### src/rtl/conv_unit_output_collector.sv
`default_nettype none
// ============================================================================
// Module   : conv_unit_output_collector
// Purpose  : Per-lane FIFOs for conv_unit results, drained round-robin onto
//            one AXI-Stream master; raises a stall request when FIFOs fill.
// Revision : 1.0 - initial release
// ============================================================================
module conv_unit_output_collector #(
    parameter int DATA_WIDTH       = 16,
    parameter int KERNEL_W_MAX     = 3,
    parameter int TUSER_WIDTH      = 4,
    parameter int INDEX_IS_1x1     = 0,
    parameter int INDEX_BLOCK_LAST = 3,
    parameter int FIFO_DEPTH       = 4,
    parameter int STALL_SLACK      = 2
) (
    input  logic                                     aclk,
    input  logic                                     aresetn,
    input  logic                                     aclken,
    input  logic [KERNEL_W_MAX-1:0]                  s_valid,
    input  logic [KERNEL_W_MAX-1:0][DATA_WIDTH-1:0]  s_data,
    input  logic [KERNEL_W_MAX-1:0]                  s_last,
    input  logic [KERNEL_W_MAX-1:0][TUSER_WIDTH-1:0] s_user,
    output logic                                     s_clken_req,
    output logic                                     m_valid,
    input  logic                                     m_ready,
    output logic [DATA_WIDTH-1:0]                    m_data,
    output logic                                     m_last,
    output logic [TUSER_WIDTH-1:0]                   m_user,
    output logic [$clog2(KERNEL_W_MAX)-1:0]          m_lane,
    output logic                                     overflow
);

    localparam int c_aw = $clog2(FIFO_DEPTH);
    localparam int c_cw = c_aw + 1;
    localparam int c_lw = $clog2(KERNEL_W_MAX);
    localparam int c_ew = DATA_WIDTH + TUSER_WIDTH;
    localparam logic [c_cw-1:0] c_full    = c_cw'(FIFO_DEPTH);
    localparam logic [c_cw-1:0] c_req_max = c_cw'(FIFO_DEPTH - STALL_SLACK);

    if ((FIFO_DEPTH < 2) || ((FIFO_DEPTH & (FIFO_DEPTH - 1)) != 0) ||
        (STALL_SLACK < 1) || (STALL_SLACK >= FIFO_DEPTH) ||
        (INDEX_IS_1x1 >= TUSER_WIDTH) || (INDEX_BLOCK_LAST >= TUSER_WIDTH)) begin : g_param_check
        $error("conv_unit_output_collector: illegal parameter combination");
    end

    logic [c_ew-1:0]         r_mem    [KERNEL_W_MAX][FIFO_DEPTH];
    logic [c_aw-1:0]         r_wr_ptr [KERNEL_W_MAX];
    logic [c_aw-1:0]         r_rd_ptr [KERNEL_W_MAX];
    logic [c_cw-1:0]         r_count  [KERNEL_W_MAX];
    logic [c_lw-1:0]         r_rr;
    logic                    r_overflow;
    logic                    r_m_valid;
    logic [DATA_WIDTH-1:0]   r_m_data;
    logic [TUSER_WIDTH-1:0]  r_m_user;
    logic [c_lw-1:0]         r_m_lane;

    logic [KERNEL_W_MAX-1:0]   w_push_req;
    logic [KERNEL_W_MAX-1:0]   w_push_ok;
    logic [KERNEL_W_MAX-1:0]   w_drop;
    logic [KERNEL_W_MAX-1:0]   w_pop;
    logic [KERNEL_W_MAX-1:0]   w_nonempty;
    logic [2*KERNEL_W_MAX-1:0] w_dbl;
    logic [KERNEL_W_MAX-1:0]   w_rot;
    logic                      w_load_en;
    logic                      w_found;
    logic [c_lw-1:0]           w_sel;
    logic [c_ew-1:0]           w_head;
    logic                      w_clken_ok;

    assign w_load_en = !r_m_valid || m_ready;

    always_comb begin
        w_clken_ok = 1'b1;
        for (int k = 0; k < KERNEL_W_MAX; k++) begin
            w_push_req[k] = s_valid[k] & s_last[k] & aclken;
            w_nonempty[k] = (r_count[k] != '0);
            w_pop[k]      = w_load_en & w_found & (w_sel == c_lw'(k));
            // A pop on the same lane frees the slot, so a full FIFO still accepts.
            w_push_ok[k]  = w_push_req[k] & ((r_count[k] != c_full) | w_pop[k]);
            w_drop[k]     = w_push_req[k] & ~w_push_ok[k];
            if (r_count[k] > c_req_max) begin
                w_clken_ok = 1'b0;
            end
        end
    end

    // Rotate so bit i is lane (rr+i) mod K; the lowest set bit wins.
    assign w_dbl = {w_nonempty, w_nonempty};
    assign w_rot = KERNEL_W_MAX'(w_dbl >> r_rr);

    always_comb begin
        w_found = 1'b0;
        w_sel   = '0;
        for (int i = KERNEL_W_MAX - 1; i >= 0; i--) begin
            if (w_rot[i]) begin
                w_found = 1'b1;
                if (r_rr >= c_lw'(KERNEL_W_MAX - i)) begin
                    w_sel = r_rr - c_lw'(KERNEL_W_MAX - i);
                end else begin
                    w_sel = r_rr + c_lw'(i);
                end
            end
        end
    end

    assign w_head = r_mem[w_sel][r_rd_ptr[w_sel]];

    always_ff @(posedge aclk) begin
        for (int k = 0; k < KERNEL_W_MAX; k++) begin
            if (w_push_ok[k]) begin
                r_mem[k][r_wr_ptr[k]] <= {s_user[k], s_data[k]};
            end
        end
    end

    always_ff @(posedge aclk) begin
        if (!aresetn) begin
            for (int k = 0; k < KERNEL_W_MAX; k++) begin
                r_wr_ptr[k] <= '0;
                r_rd_ptr[k] <= '0;
                r_count[k]  <= '0;
            end
            r_overflow <= 1'b0;
        end else begin
            for (int k = 0; k < KERNEL_W_MAX; k++) begin
                if (w_push_ok[k]) begin
                    r_wr_ptr[k] <= r_wr_ptr[k] + c_aw'(1);
                end
                if (w_pop[k]) begin
                    r_rd_ptr[k] <= r_rd_ptr[k] + c_aw'(1);
                end
                if (w_push_ok[k] && !w_pop[k]) begin
                    r_count[k] <= r_count[k] + c_cw'(1);
                end else if (!w_push_ok[k] && w_pop[k]) begin
                    r_count[k] <= r_count[k] - c_cw'(1);
                end
            end
            if (|w_drop) begin
                r_overflow <= 1'b1;
            end
        end
    end

    always_ff @(posedge aclk) begin
        if (!aresetn) begin
            r_m_valid <= 1'b0;
            r_m_data  <= '0;
            r_m_user  <= '0;
            r_m_lane  <= '0;
            r_rr      <= '0;
        end else if (w_load_en) begin
            if (w_found) begin
                r_m_valid <= 1'b1;
                r_m_user  <= w_head[c_ew-1:DATA_WIDTH];
                r_m_data  <= w_head[DATA_WIDTH-1:0];
                r_m_lane  <= w_sel;
                if (w_sel == c_lw'(KERNEL_W_MAX - 1)) begin
                    r_rr <= '0;
                end else begin
                    r_rr <= w_sel + c_lw'(1);
                end
            end else begin
                r_m_valid <= 1'b0;
            end
        end
    end

    assign s_clken_req = w_clken_ok;
    assign m_valid     = r_m_valid;
    assign m_data      = r_m_data;
    assign m_user      = r_m_user;
    assign m_last      = r_m_user[INDEX_BLOCK_LAST];
    assign m_lane      = r_m_lane;
    assign overflow    = r_overflow;

endmodule
`default_nettype wire
### config.mk
export PLATFORM = sky130hd
export DESIGN_NAME = conv_unit_output_collector
export DESIGN_NICKNAME = d
export VERILOG_FILES = /design/src/rtl/conv_unit_output_collector.sv
export SDC_FILE = /design/constraint.sdc
export NUM_CORES = 1
export LEC_CHECK = 0
export BUFFER_PORTS_ARGS = -buffer_cell sky130_fd_sc_hd__buf_4
export CAP_MARGIN = 20
export CORE_ASPECT_RATIO = 0.6
export CORE_MARGIN = 2
export CORE_UTILIZATION = 35
export DETAILED_ROUTE_END_ITERATION = 6
export REMOVE_ABC_BUFFERS = 1
export SYNTH_ARGS = -nofsm -noshare
export SYNTH_HDL_FRONTEND = slang
export SYNTH_SLANG_ARGS = --single-unit
### constraint.sdc
create_clock -name aclk -period 4.6 [get_ports aclk]
set_input_delay 0.69 -clock aclk [delete_from_list [all_inputs] [get_ports aclk]]
set_output_delay 0.69 -clock aclk [all_outputs]
set_load 0.01 [all_outputs]
# Yosys cells after proc, flatten, opt, wreduce, memory -nomap -nowiden
# Memories as Yosys holds them, arrays and structs flattened.
# Cells that the tools add are included.
dict set report word_totals {
  word_cells 186
  mem_count 4
  register_bits 26
  ramBits 261
  input_bits 70
}
# memory words width read_ports rd_clocked_by_memory_dff wr line
set mem_list {}
lappend mem_list {r_mem 3 80 1 0 3 47} ;# logic [c_ew-1:0] r_mem [KERNEL_W_MAX][FIFO_DEPTH];
lappend mem_list {r_count 3 3 3 0 3 50} ;# logic [c_cw-1:0] r_count [KERNEL_W_MAX];
lappend mem_list {r_rd_ptr 3 2 4 0 3 49} ;# logic [c_aw-1:0] r_rd_ptr [KERNEL_W_MAX];
lappend mem_list {r_wr_ptr 3 2 3 0 3 48} ;# logic [c_aw-1:0] r_wr_ptr [KERNEL_W_MAX];
dict set report op_classes {
  reduce_logical 23
  shifts 1
  n_eq_ne 5
  n_lt_le_gt_ge 13
  bitwise_logic 38
  n_mux 78
  addsub 18
}
# cell count
set op_table {}
lappend op_table {{80-bit 2-to-1 mux} 3}
lappend op_table {{20-bit demux with 2-bit select} 3}
lappend op_table {{20-bit 2-to-1 mux} 5}
lappend op_table {{1-bit 2-to-1 mux} 47}
lappend op_table {{20-bit binary-select mux with 2-bit select} 1}
lappend op_table {{2-bit 2-to-1 mux} 13}
lappend op_table {{3-bit 2-to-1 mux} 6}
lappend op_table {{2-bit by 1-bit adder with 2-bit output (second input constant)} 8}
lappend op_table {{1-bit AND} 16}
lappend op_table {{1-bit OR} 15}
lappend op_table {{3-bit >= comparator (second input constant)} 4}
lappend op_table {{2-bit NOT with 3-bit output} 4}
lappend op_table {{3-bit by 1-bit adder with 3-bit output (second input constant)} 3}
lappend op_table {{3-bit by 2-bit greater-than comparator with 1-bit output (second input constant)} 3}
lappend op_table {{1-bit logical AND} 9}
lappend op_table {{3-bit by 1-bit less-than comparator with 1-bit output (second input constant)} 3}
lappend op_table {{3-bit inequality test (second input constant)} 3}
lappend op_table {{3-bit nonzero test} 3}
lappend op_table {{3-bit by 1-bit subtractor with 3-bit output (second input constant)} 3}
lappend op_table {{1-bit logical NOT} 7}
lappend op_table {{6-bit by 2-bit >> shifter with 3-bit output} 1}
lappend op_table {{2-bit >= comparator (second input constant)} 2}
lappend op_table {{2-bit subtractor (second input constant)} 2}
lappend op_table {{1-bit NOT} 3}
lappend op_table {{9 further kinds} 9}

# Longest topological paths before layout
dict set report logic_depth {
  word_depth 16
  mapped_depth 15
}

# Worst setup path after synthesis
# OpenSTA, ideal clock, no wires.
dict set report synth_path {
  path_type {register to register}
  start {register r_rr[0]}
  end {memory r_mem[2][0] (netlist name) (enable)}
  arrival_time_ns 3.002
  n_path_buf 2
  t_required_ns 4.222
  period_less_slack_ns 3.380
  stages_incl_launch_ff 13
  setup_slack_ns 1.220
  path_cell_list {dfxtp_1 > buf_2 > inv_1 > ha_1 > nor2_1 > a221oi_1 > a311o_1 > a31oi_2 > or2_4 > buf_6 > nand3_1 > a31oi_1 > and2_1}
}
# item line
set synth_lines {}
lappend synth_lines {{start, declared} 51} ;# logic [c_lw-1:0] r_rr;
lappend synth_lines {{start signal, assigned} 161} ;# r_rr <= w_sel + c_lw'(1);
lappend synth_lines {{end, declared} 47}

# Worst setup path in the final report
dict set report layout_path {
  start {register r_rr[0]}
  end {register r_m_data[2], in the netlist m_data[2]}
}
dict set report layout_via {
  elab_chain_cells 10
  elab_cells_between_ends 25
  cone_classes {add/sub: 5; order compare: 3; shift: 1; mux: 12; bitwise: 1; reduce/logical: 1; memory: 2}
}
# item line
set layout_lines {}
lappend layout_lines {{2-bit adder (tied with other cells)} 101} ;# w_sel = r_rr + c_lw'(i);
lappend layout_lines {{2-bit 2-to-1 mux} 98} ;# if (r_rr >= c_lw'(KERNEL_W_MAX - i)) begin
lappend layout_lines {{2-bit 2-to-1 mux (3 in a row)} 96} ;# if (w_rot[i]) begin
lappend layout_lines {{memory read 3 x 2 bit} --}
lappend layout_lines {{2-bit NOT with 3-bit output (implied by the code)} 107} ;# assign w_head = r_mem[w_sel][r_rd_ptr[w_sel]];
lappend layout_lines {{20-bit binary-select mux with 2-bit select} 107}
lappend layout_lines {{20-bit 2-to-1 mux (implied by the code) (2 in a row)} 107}
lappend layout_lines {{end signal, assigned} 156} ;# r_m_data <= w_head[DATA_WIDTH-1:0];
lappend layout_lines {{end, declared} 54} ;# logic [DATA_WIDTH-1:0] r_m_data;
# Parallel ways exist; a longest one is shown, timed or not. The select of a mux whose other input is x is not followed.
# A chain may end at the register's enable or synchronous reset.

==> metrics <==
status finished, final reports clean; worst slack, placed 402 ps; wl on met1 14.7 mm; adder-cell share of the synthesized area 2.34%; Max stage delay on crit path 780 ps; CTS Hold Bufs 0; Post-CTS Resized 0; number of antenna violations at the first check in global routing 0; main combinational cell family by area after synthesis compound AO/OA/AOI/OAI gates; worst skew pair latency 550 ps; Rows 52; R2R setup slack 280 ps; post-synthesis simple-gate area fraction 7.73%; Fin Setup TNS 0 ps; drc violations 0; Synth Area in Compound Gates 8.26%; post-synthesis cell type count 61; H-tree levels 1; CP Cell Sequence inv_1 > ha_1 > nor2_1 > a221oi_1 > a311o_1 > a31oi_2 > or3_4 > a31oi_4 > nand3_1 > o221ai_1 > a31oi_1; vias in the first global route 7,088; Crit path required time 5010 ps; Avg Inst Size Synth 15.7 sq um; Die W 242 microns; Post-DRT Antenna Nets 0; number of flops mapped to enable cells by yosys 261; met3 WL 2.25 mm; via count 7,108; post-layout minimum cycle time 4320 ps; routed wire length 30.3 mm; leakage 4.90 nW; Post-synth ARST share 0%; Placed Cells 1,310; global-route wire length before repair 45.3 mm; Max Slew Vio Count 0; yosys warns 0; GP Congestion 0.786; Worst VDD drop 0.618 mV; clock-pin slew on the worst setup and hold paths 70 ps; Slowest-stage cell, CP nand3_1; worst slew pin tran 892 ps; Mapped Area 11,900 sq um; Final WS setup 282 ps; Via-to-Cell Ratio 5.23; CTS Buffer Depth 3; RSZ-0062 raised after global routing false; # nets final 970; Cells after Synth 758; Setup Skew 14.0 ps; CP Capture Type register; hold_ws 341 ps; CTS Sinks 287; Inserted Clock Buffers 26; Final setup viols 0; #FFs+latches synth 287; wire length per cell 22.3 microns; DR top layer met4; period utilization 93.9%; die area 35,500 sq um; IO Pins 96; HP Class in -> reg; HPWL Detailed 20.6 mm; ant diodes 0; crit path kind reg -> reg; setup bufs post-CTS 0; crit start category register; number of failing hold endpoints at the final stage 0; Root Driver clkbuf_16; XOR/XNOR share of the synthesized area 0.516%; PD cells 703 nW/um^2; CORE AREA 33,600 sq um; starting density of the core 35.4%; Pre-antenna DRT Iters 5; CTS tree yes; port bufs 95; share of layout cells above drive strength 1 23.8%; initial DRC count 779; Fmax 0.232 GHz; Chip Height 147 microns; largest net degree at the start of global routing 56; multiplexer share of the synthesized area 8.09%; CP arrival 4730 ps; max-cap viol count 0; Rel. slew slack 40.2%; met2 wire length 12.8 mm; All-Layer GR Usage 17.1%; main flop type after synthesis edfxtp_1; synthesis-to-finish area growth 18.4%; sequential area share after synthesis 70.3%; final std cells w/o fill 1,358; grt total ovfl 0; Worst Path Max Fanout 19
-- logic make-up after synthesis --
kind of cell               after synthesis
DFF                                    287
buffers and inverters                   70
AOI/OAI and AO/OA                      130
and+or+nand+nor                        166
adders and majority gates               21
muxes                                   77
xor gates and xnor gates                 7
-- cell usage after synthesis, drive strengths merged (2+ instances only) --
master	number	area [sq um]
and2	15	93.8
dfxtp	26	521
ha	19	238
xnor2	5	43.8
mux4	13	293
a21oi	11	58.8
mux2i	44	440
nor4	3	18.8
a221oi	16	140
nor3	17	118
buf	21	148
and4bb	3	37.5
mux2	20	229
o21ai	18	90.1
o211ai	11	82.6
inv	31	116
xor2	2	17.5
o311ai	2	42.6
or2	2	15.0
a22oi	9	67.6
or3	3	28.8
a211oi	2	15.0
a31oi	32	228
edfxtp	261	7840
and3	2	12.5
nor3b	17	128
nand2b	3	18.8
a311o	2	20.0
nand2	41	154
nor4bb	3	30.0
fa	2	40.0
nor2	33	124
o2111ai	8	70.1
nand3	20	113
o221ai	13	114
clkbuf	18	67.6
-- cell type report --
class	count	area, sq um
inverter	31	116
tap	459	574
fill	3111	19500
clock buffer	34	712
clock inverter	14	90.1
timing repair buffer	132	1000
sequential	287	8360
multi-input combinational	401	3220
-- critical path: cells and delay by family (launching register included) --
family | cells | cell delay (ps)
flip-flops | 1 | 680
AND/OR/NAND/NOR | 3 | 1230
adder cells (fa/ha/maj) | 1 | 360
buffers and inverters | 1 | 160
AO/OA/AOI/OAI | 6 | 1750
-- final timing paths --
path | startpoint | endpoint | depth (start not counted)
min | s_data[9] | r_mem[0][69]$_DFFE_PP_ | 1
max | r_rr[0]$_SDFFE_PN0P_ | m_data[2]$_SDFFE_PN0P_ | 11
min reg2reg | m_lane[0]$_SDFFE_PN0P_ | m_lane[0]$_SDFFE_PN0P_ | 2
max reg2reg | r_rr[0]$_SDFFE_PN0P_ | m_data[2]$_SDFFE_PN0P_ | 11
-- where the power goes --
part           switching [mW]  total [mW]  internal (mW)
logic                    2.65        4.45           1.80
registers               0.237        3.36           3.13
clock network           0.935        2.08           1.14
-- flip-flops by register name, indices dropped and copies added, names as in the netlist --
signal and flops:
m_data 16, m_user 4, overflow 1, r_rd_ptr 6
r_mem 240, r_wr_ptr 6, r_count 9, r_rr 2
m_lane 2, m_valid 1
-- metal layers --
| layer | vias up | track usage, % |
|---|---|---|
| li1 | 3222 | - |
| met1 | 3577 | 26.4 |
| met2 | 273 | 24.7 |
| met3 | 36 | 3.76 |
| met4 | 0 | 3.43 |
| met5 | - | 0 |
-- cell usage in the layout, fill, tap and decap left out, types with 14 or more instances in the layout --
master	n
edfxtp_1	261
buf_4	131
mux2i_1	44
nand2_1	41
nor2_1	33
inv_1	31
a31oi_1	29
clkbuf_16	27
dfxtp_1	26
nand3_1	19
ha_1	19
nor3b_1	17
a221oi_1	16
mux2_2	16
and2_1	15
o21ai_0	14
-- metrics by stage --
step | util (%) | total power, mW | instance area (sq um)
6_report | 41.9 | 9.90 | 14100
5_1_grt | 41.9 | 10.5 | 14100
4_1_cts | 41.9 | 9.97 | 14100
3_5_place_dp | 39.5 | 7.87 | 13300
3_3_place_gp | 39.5 | 7.83 | 13300
2_1_floorplan | - | 6.23 | 11700
(Power assumes the default switching activity.)
